[src/rtl/cpu_pkg.sv]
// cpu_pkg - definitions shared by the CPU control blocks.
//   - Instruction-control opcodes that cause CALL/RET traffic into the
//     return-address stack.
//   - Default PC width.
//   - clog2_depth(): index width for a power-of-two storage depth.
//   - stk_op_e: per-cycle operation chosen by the call stack controller.
package cpu_pkg;

    localparam logic [3:0] OPC_RET  = 4'b0001;
    localparam logic [3:0] OPC_CALL = 4'b0011;

    localparam int DEFAULT_AW = 8;

    // Number of bits needed to index 'depth' entries (depth >= 2).
    function automatic int clog2_depth(input int depth);
        int w;
        w = 0;
        while ((1 << w) < depth) begin
            w = w + 1;
        end
        return w;
    endfunction

    // Operation chosen for the current cycle after flush priority.
    typedef enum logic [2:0] {
        STK_IDLE    = 3'd0,
        STK_PUSH    = 3'd1,
        STK_POP     = 3'd2,
        STK_REPLACE = 3'd3,
        STK_FLUSH   = 3'd4
    } stk_op_e;

endpackage

[src/rtl/cstk_mem.sv]
// cstk_mem - DEPTH x AW register array for the return-address stack.
// One synchronous write port and one asynchronous read port. The
// contents are not reset; the controller never reads an entry it has
// not written.
// Ports:
//   clk    : clock, write on rising edge
//   we     : write enable
//   waddr  : write index
//   wdata  : write data
//   raddr  : read index
//   rdata  : read data, combinational from raddr
module cstk_mem
    import cpu_pkg::*;
#(
    parameter int DEPTH = 8,
    parameter int AW    = DEFAULT_AW
) (
    input  logic                          clk,
    input  logic                          we,
    input  logic [clog2_depth(DEPTH)-1:0] waddr,
    input  logic [AW-1:0]                 wdata,
    input  logic [clog2_depth(DEPTH)-1:0] raddr,
    output logic [AW-1:0]                 rdata
);

    logic [AW-1:0] mem_reg [DEPTH];

    always_ff @(posedge clk) begin
        if (we) begin
            mem_reg[waddr] <= wdata;
        end
    end

    assign rdata = mem_reg[raddr];

endmodule

[src/rtl/call_stack_ctrl.sv]
// call_stack_ctrl - hardware return-address stack for CALL/RET.
// Circular LIFO of DEPTH return addresses. A pop returns the newest
// entry on ret_addr with ret_valid one cycle later; popping an empty
// stack pulses ret_err instead. Overflow and underflow are recorded in
// sticky flags so the pipeline never has to stall on the stack.
// Ports:
//   clk, rst_n  : clock, asynchronous active-low reset
//   push        : CALL strobe, stores push_addr
//   pop         : RET strobe
//   push_addr   : return address to store
//   flush       : discard all entries (highest priority)
//   clr_err     : clear ovf/udf (a simultaneous set wins)
//   ret_addr    : popped address, registered, holds between pops
//   ret_valid   : one-cycle pulse, ret_addr valid
//   ret_err     : one-cycle pulse, pop on empty stack
//   count       : valid entries, 0..DEPTH
//   empty/full  : decoded from count
//   ovf/udf     : sticky overflow/underflow
module call_stack_ctrl
    import cpu_pkg::*;
#(
    parameter int DEPTH     = 8,
    parameter int AW        = DEFAULT_AW,
    parameter bit OVERWRITE = 1'b1
) (
    input  logic                          clk,
    input  logic                          rst_n,
    input  logic                          push,
    input  logic                          pop,
    input  logic [AW-1:0]                 push_addr,
    input  logic                          flush,
    input  logic                          clr_err,
    output logic [AW-1:0]                 ret_addr,
    output logic                          ret_valid,
    output logic                          ret_err,
    output logic [clog2_depth(DEPTH):0]   count,
    output logic                          empty,
    output logic                          full,
    output logic                          ovf,
    output logic                          udf
);

    localparam int PW = clog2_depth(DEPTH);
    localparam int CW = PW + 1;
    localparam logic [PW-1:0] PTR_ONE    = PW'(1);
    localparam logic [CW-1:0] CNT_ONE    = CW'(1);
    localparam logic [CW-1:0] CNT_ZERO   = '0;
    localparam logic [CW-1:0] CNT_FULL   = CW'(DEPTH);

    // State
    logic [PW-1:0] top_reg,       top_next;
    logic [CW-1:0] count_reg,     count_next;
    logic [AW-1:0] ret_addr_reg,  ret_addr_next;
    logic          ret_valid_reg, ret_valid_next;
    logic          ret_err_reg,   ret_err_next;
    logic          ovf_reg,       ovf_next;
    logic          udf_reg,       udf_next;

    // Storage interface
    logic          mem_we;
    logic [PW-1:0] mem_waddr;
    logic [PW-1:0] top_minus1;
    logic [AW-1:0] mem_rdata;

    logic    empty_int;
    logic    full_int;
    logic    ovf_set;
    logic    udf_set;
    stk_op_e stk_op;

    assign empty_int  = (count_reg == CNT_ZERO);
    assign full_int   = (count_reg == CNT_FULL);
    assign top_minus1 = top_reg - PTR_ONE;

    cstk_mem #(
        .DEPTH (DEPTH),
        .AW    (AW)
    ) u_mem (
        .clk   (clk),
        .we    (mem_we),
        .waddr (mem_waddr),
        .wdata (push_addr),
        .raddr (top_minus1),
        .rdata (mem_rdata)
    );

    // Operation decode: flush masks push/pop entirely.
    always_comb begin
        stk_op = STK_IDLE;
        if (flush) begin
            stk_op = STK_FLUSH;
        end else if (push && pop) begin
            stk_op = STK_REPLACE;
        end else if (pop) begin
            stk_op = STK_POP;
        end else if (push) begin
            stk_op = STK_PUSH;
        end
    end

    always_comb begin
        top_next       = top_reg;
        count_next     = count_reg;
        ret_addr_next  = ret_addr_reg;
        ret_valid_next = 1'b0;
        ret_err_next   = 1'b0;
        ovf_set        = 1'b0;
        udf_set        = 1'b0;
        mem_we         = 1'b0;
        mem_waddr      = top_reg;

        unique case (stk_op)
            STK_FLUSH: begin
                // Entries are discarded by zeroing count; top is left
                // where it is since occupancy alone defines validity.
                count_next = CNT_ZERO;
            end
            STK_REPLACE: begin
                if (empty_int) begin
                    // Nothing to pop: report the underflow, but the
                    // call still lands as an ordinary push.
                    ret_err_next = 1'b1;
                    udf_set      = 1'b1;
                    mem_we       = 1'b1;
                    top_next     = top_reg + PTR_ONE;
                    count_next   = count_reg + CNT_ONE;
                end else begin
                    // Return the current top and overwrite it in place.
                    ret_valid_next = 1'b1;
                    ret_addr_next  = mem_rdata;
                    mem_we         = 1'b1;
                    mem_waddr      = top_minus1;
                end
            end
            STK_POP: begin
                if (empty_int) begin
                    ret_err_next = 1'b1;
                    udf_set      = 1'b1;
                end else begin
                    ret_valid_next = 1'b1;
                    ret_addr_next  = mem_rdata;
                    top_next       = top_minus1;
                    count_next     = count_reg - CNT_ONE;
                end
            end
            STK_PUSH: begin
                if (!full_int) begin
                    mem_we     = 1'b1;
                    top_next   = top_reg + PTR_ONE;
                    count_next = count_reg + CNT_ONE;
                end else begin
                    ovf_set = 1'b1;
                    if (OVERWRITE) begin
                        // Writing at top when full lands on the oldest
                        // slot; count stays saturated at DEPTH.
                        mem_we   = 1'b1;
                        top_next = top_reg + PTR_ONE;
                    end
                end
            end
            default: begin
            end
        endcase

        // Set beats clear.
        ovf_next = ovf_set | (ovf_reg & ~clr_err);
        udf_next = udf_set | (udf_reg & ~clr_err);
    end

    always_ff @(posedge clk or negedge rst_n) begin
        if (!rst_n) begin
            top_reg       <= '0;
            count_reg     <= '0;
            ret_addr_reg  <= '0;
            ret_valid_reg <= 1'b0;
            ret_err_reg   <= 1'b0;
            ovf_reg       <= 1'b0;
            udf_reg       <= 1'b0;
        end else begin
            top_reg       <= top_next;
            count_reg     <= count_next;
            ret_addr_reg  <= ret_addr_next;
            ret_valid_reg <= ret_valid_next;
            ret_err_reg   <= ret_err_next;
            ovf_reg       <= ovf_next;
            udf_reg       <= udf_next;
        end
    end

    assign ret_addr  = ret_addr_reg;
    assign ret_valid = ret_valid_reg;
    assign ret_err   = ret_err_reg;
    assign count     = count_reg;
    assign empty     = empty_int;
    assign full      = full_int;
    assign ovf       = ovf_reg;
    assign udf       = udf_reg;

endmodule

[config.mk]
export PLATFORM = sky130hd
export DESIGN_NAME = call_stack_ctrl
export DESIGN_NICKNAME = d
export VERILOG_FILES = /design/src/rtl/cpu_pkg.sv /design/src/rtl/cstk_mem.sv /design/src/rtl/call_stack_ctrl.sv
export SDC_FILE = /design/constraint.sdc
export NUM_CORES = 1
export LEC_CHECK = 0
export CORE_MARGIN = 10
export CORE_UTILIZATION = 61
export DETAILED_ROUTE_END_ITERATION = 10
export GPL_ROUTABILITY_DRIVEN = 0
export PLACE_DENSITY = 0.87
export SLEW_MARGIN = 15
export SYNTH_ARGS = -nofsm -noshare
export SYNTH_HDL_FRONTEND = slang
export SYNTH_SLANG_ARGS = --single-unit
[constraint.sdc]
create_clock -name clk -period 7.8 [get_ports clk]
set_clock_uncertainty 0.1 [all_clocks]
set_input_delay 1.56 -clock clk [delete_from_list [all_inputs] [get_ports clk]]
set_output_delay 1.56 -clock clk [all_outputs]
set_load 0.01 [all_outputs]
==> results.cfg <==
[clock_tree]
ctsHoldBuffers = 0
clkSlewWorstSetupHoldPaths_ns = 0.08
cts_max_level = 3
clock_latency_ns = 0.35
cts_setup_buffers = 0
tritoncts = done
cts-buffers-inserted = 9
cts_buffer_depth = 2
post_cts_resize_count = 0
root_buffer = clkbuf_8
cts.sinks = 83

[floorplan]
die_w_um = 96.2
die_area_um2 = 9240
io_pins = 32
start_util_pct = 63.5
die_h_um = 96.2
core_region_area_um2 = 5570
num_rows = 27

[setup_path]
endpoint_kind = flop
path_max_fanout = 11
crit_required_ns = 7.67
crit_arrival_ns = 4.16
path_class = input port to flop
cp-start-kind = input port

[detailed_routing]
wl_um = 6690
first_pass_iters = 5
avgRoutedWirePerCell_um = 20.3
via_count = 2063
drc = 0
vias_per_cell = 6.27
postRouteAntennaNets = 0
dr.first_iter.drc_count = 256

[timing]
setup_tns_ns = 0
hold_viol = 0
fmax_mhz = 233
slew_headroom_pct = 32.6
min_period_ns = 4.30
timing.final.ws_setup_ns = 3.50
rsz0062_at_grt = false
setup_viol = 0
fin_crit_sh_pct = 55.1
drv_slew = 0
tightest_slew_ns = 1.01

[global_routing]
grt_util_all_layers_pct = 15.2
grt_pass1_wl_um = 10400
grt_start_max_net_pins = 26
grt_pass1_vias = 1912
overflow = 0
grt_antenna_before_repair = 0

[cells_and_area]
num_antenna_cells = 0
largest_reg_flops = 64
layout-drive-gt1-share_pct = 14.8
fin_util_pct = 73.6
fillers = 331
fin_cells = 329
fin_nets = 271
syn2layout_area_growth_pct = 16.0

[logic_synthesis]
avgSynthCellArea_um2 = 16.0
syn_inst = 221
ys_ff_latch = 83
ys_warn_count = 0
synth-edff-count = 64
synth_nets = 240
synthDistinctLibCells = 42
async_flop_share_pct = 22.9
syn-cell-area_um2 = 3540
seq_area_frac_synth_pct = 67.8
ys.flop_type = edfxtp_1

[placement]
dp_cells = 313
dp_slack_ns = 3.05
io_buffer_count = 31
dpl.hpwl_um = 4630

[job]
maxCapViolations = 0

[power_and_ir_drop]
leakagePower_nw = 1.45
p_per_area_nw_per_um2 = 381
irDropWorstVdd_uv = 208

[hold_path]
hold_class = flop to flop

[status]
status = completed
## layout make-up
type / instances / area (um2) / area share (%)
flip-flops and latches: 83 / 2400 / 58.4
multi-input cells: 115 / 1050 / 25.5
repair buffers: 32 / 318 / 7.74
clock buffers: 10 / 138 / 3.35
well taps: 72 / 90.1 / 2.20
clock inverters: 6 / 71.3 / 1.74
inverters: 11 / 41.3 / 1.01
## layer usage
layer / part of all wire [%] / routed length (um) / vias up / track usage [%]
li1: - / - / 927 / -
met1: 43 / 2850 / 1015 / 21.1
met2: 46 / 3090 / 105 / 21.9
met3: 8.8 / 590 / 16 / 4.59
met4: 2.4 / 163 / 0 / 5.90
met5: 0 / 0 / - / 0
## path summary, 6_finish.rpt
check                                       start                       endpoint  slack [ns]  cells after the start
min                                 udf$_DFF_PN0_                  udf$_DFF_PN0_        0.39                      1
min reg2reg                         udf$_DFF_PN0_                  udf$_DFF_PN0_        0.39                      1
min in group asynchronous                   rst_n           count[3]$_DFFE_PN0P_        1.60                      1
max reg2reg                top_reg[0]$_DFFE_PN0P_  u_mem.mem_reg[4][3]$_DFFE_PP_        4.15                      6
max in group asynchronous                   rst_n         top_reg[2]$_DFFE_PN0P_        5.46                      1
max                                          push  u_mem.mem_reg[2][3]$_DFFE_PP_        3.50                      6
## cell usage in the layout, fill, tap and decap left out, types with 2 or more instances in the layout
cell type | Yosys | final
nor4_1 | 3 | 3
a211o_1 | 2 | 2
ha_1 | 4 | 4
edfxtp_1 | 64 | 64
clkdlybuf4s50_1 | 0 | 31
nor3_1 | 5 | 5
o22ai_1 | 2 | 2
xnor2_1 | 4 | 4
a22oi_1 | 2 | 2
clkinvlp_4 | 0 | 2
clkbuf_8 | 0 | 10
nand4_1 | 3 | 3
nand3_1 | 5 | 5
and3_1 | 4 | 4
mux4_2 | 16 | 16
a21oi_1 | 10 | 10
inv_6 | 0 | 2
nand2_1 | 2 | 2
inv_1 | 10 | 10
nor2_1 | 17 | 17
dfrtp_1 | 19 | 19
o21ai_1 | 0 | 4
mux2i_1 | 10 | 10
o311a_1 | 2 | 2
## Yosys cell counts (all sizes together) (2+ instances only)
cell / count / share of area, %
a211o: 2 / 0.50
a21oi: 11 / 1.7
a22oi: 2 / 0.42
and3: 4 / 0.71
buf: 8 / 1.2
clkbuf: 4 / 0.42
dfrtp: 19 / 13
edfxtp: 64 / 54
ha: 4 / 1.4
inv: 10 / 1.1
mux2i: 10 / 2.8
mux4: 16 / 10
nand2: 2 / 0.21
nand3: 5 / 0.71
nand4: 3 / 0.53
nor2: 17 / 1.8
nor3: 6 / 0.99
nor4: 3 / 0.53
o21ai: 5 / 0.71
o22ai: 2 / 0.35
o311a: 2 / 0.57
xnor2: 4 / 0.99
xor2: 2 / 0.50
## through the flow
stage	area, um2	hold WS (ns)	total power, mW
6_report	4100	0.392	1.57
5_1_grt	4100	0.409	1.66
4_1_cts	4100	0.397	1.57
3_5_place_dp	3890	0.378	1.26
3_3_place_gp	3890	0.363	1.24
2_1_floorplan	3540	0.420	1.05
## logic make-up after synthesis
family          share of synthesized area [%]
fa+ha+maj                                1.98
buf+inv                                  2.79
flops                                    67.8
mux                                      13.3
compound gates                           6.40
simple gates                             6.23
xor+xnor                                 1.49
## critical path, cell delays in order
cell             delay (ns)
clkdlybuf4s50_1        0.69
nor2b_1                0.43
inv_1                  0.21
nor3_1                 0.34
nand2_1                0.14
o22ai_1                0.79
## power breakdown
part	total, mW	leakage, nW	internal (mW)	switching, mW
Sequential	0.616	0.808	0.559	0.0566
Combinational	0.633	0.542	0.307	0.326
Clock	0.316	0.0995	0.159	0.157
Power figures use the tool's default switching activity.
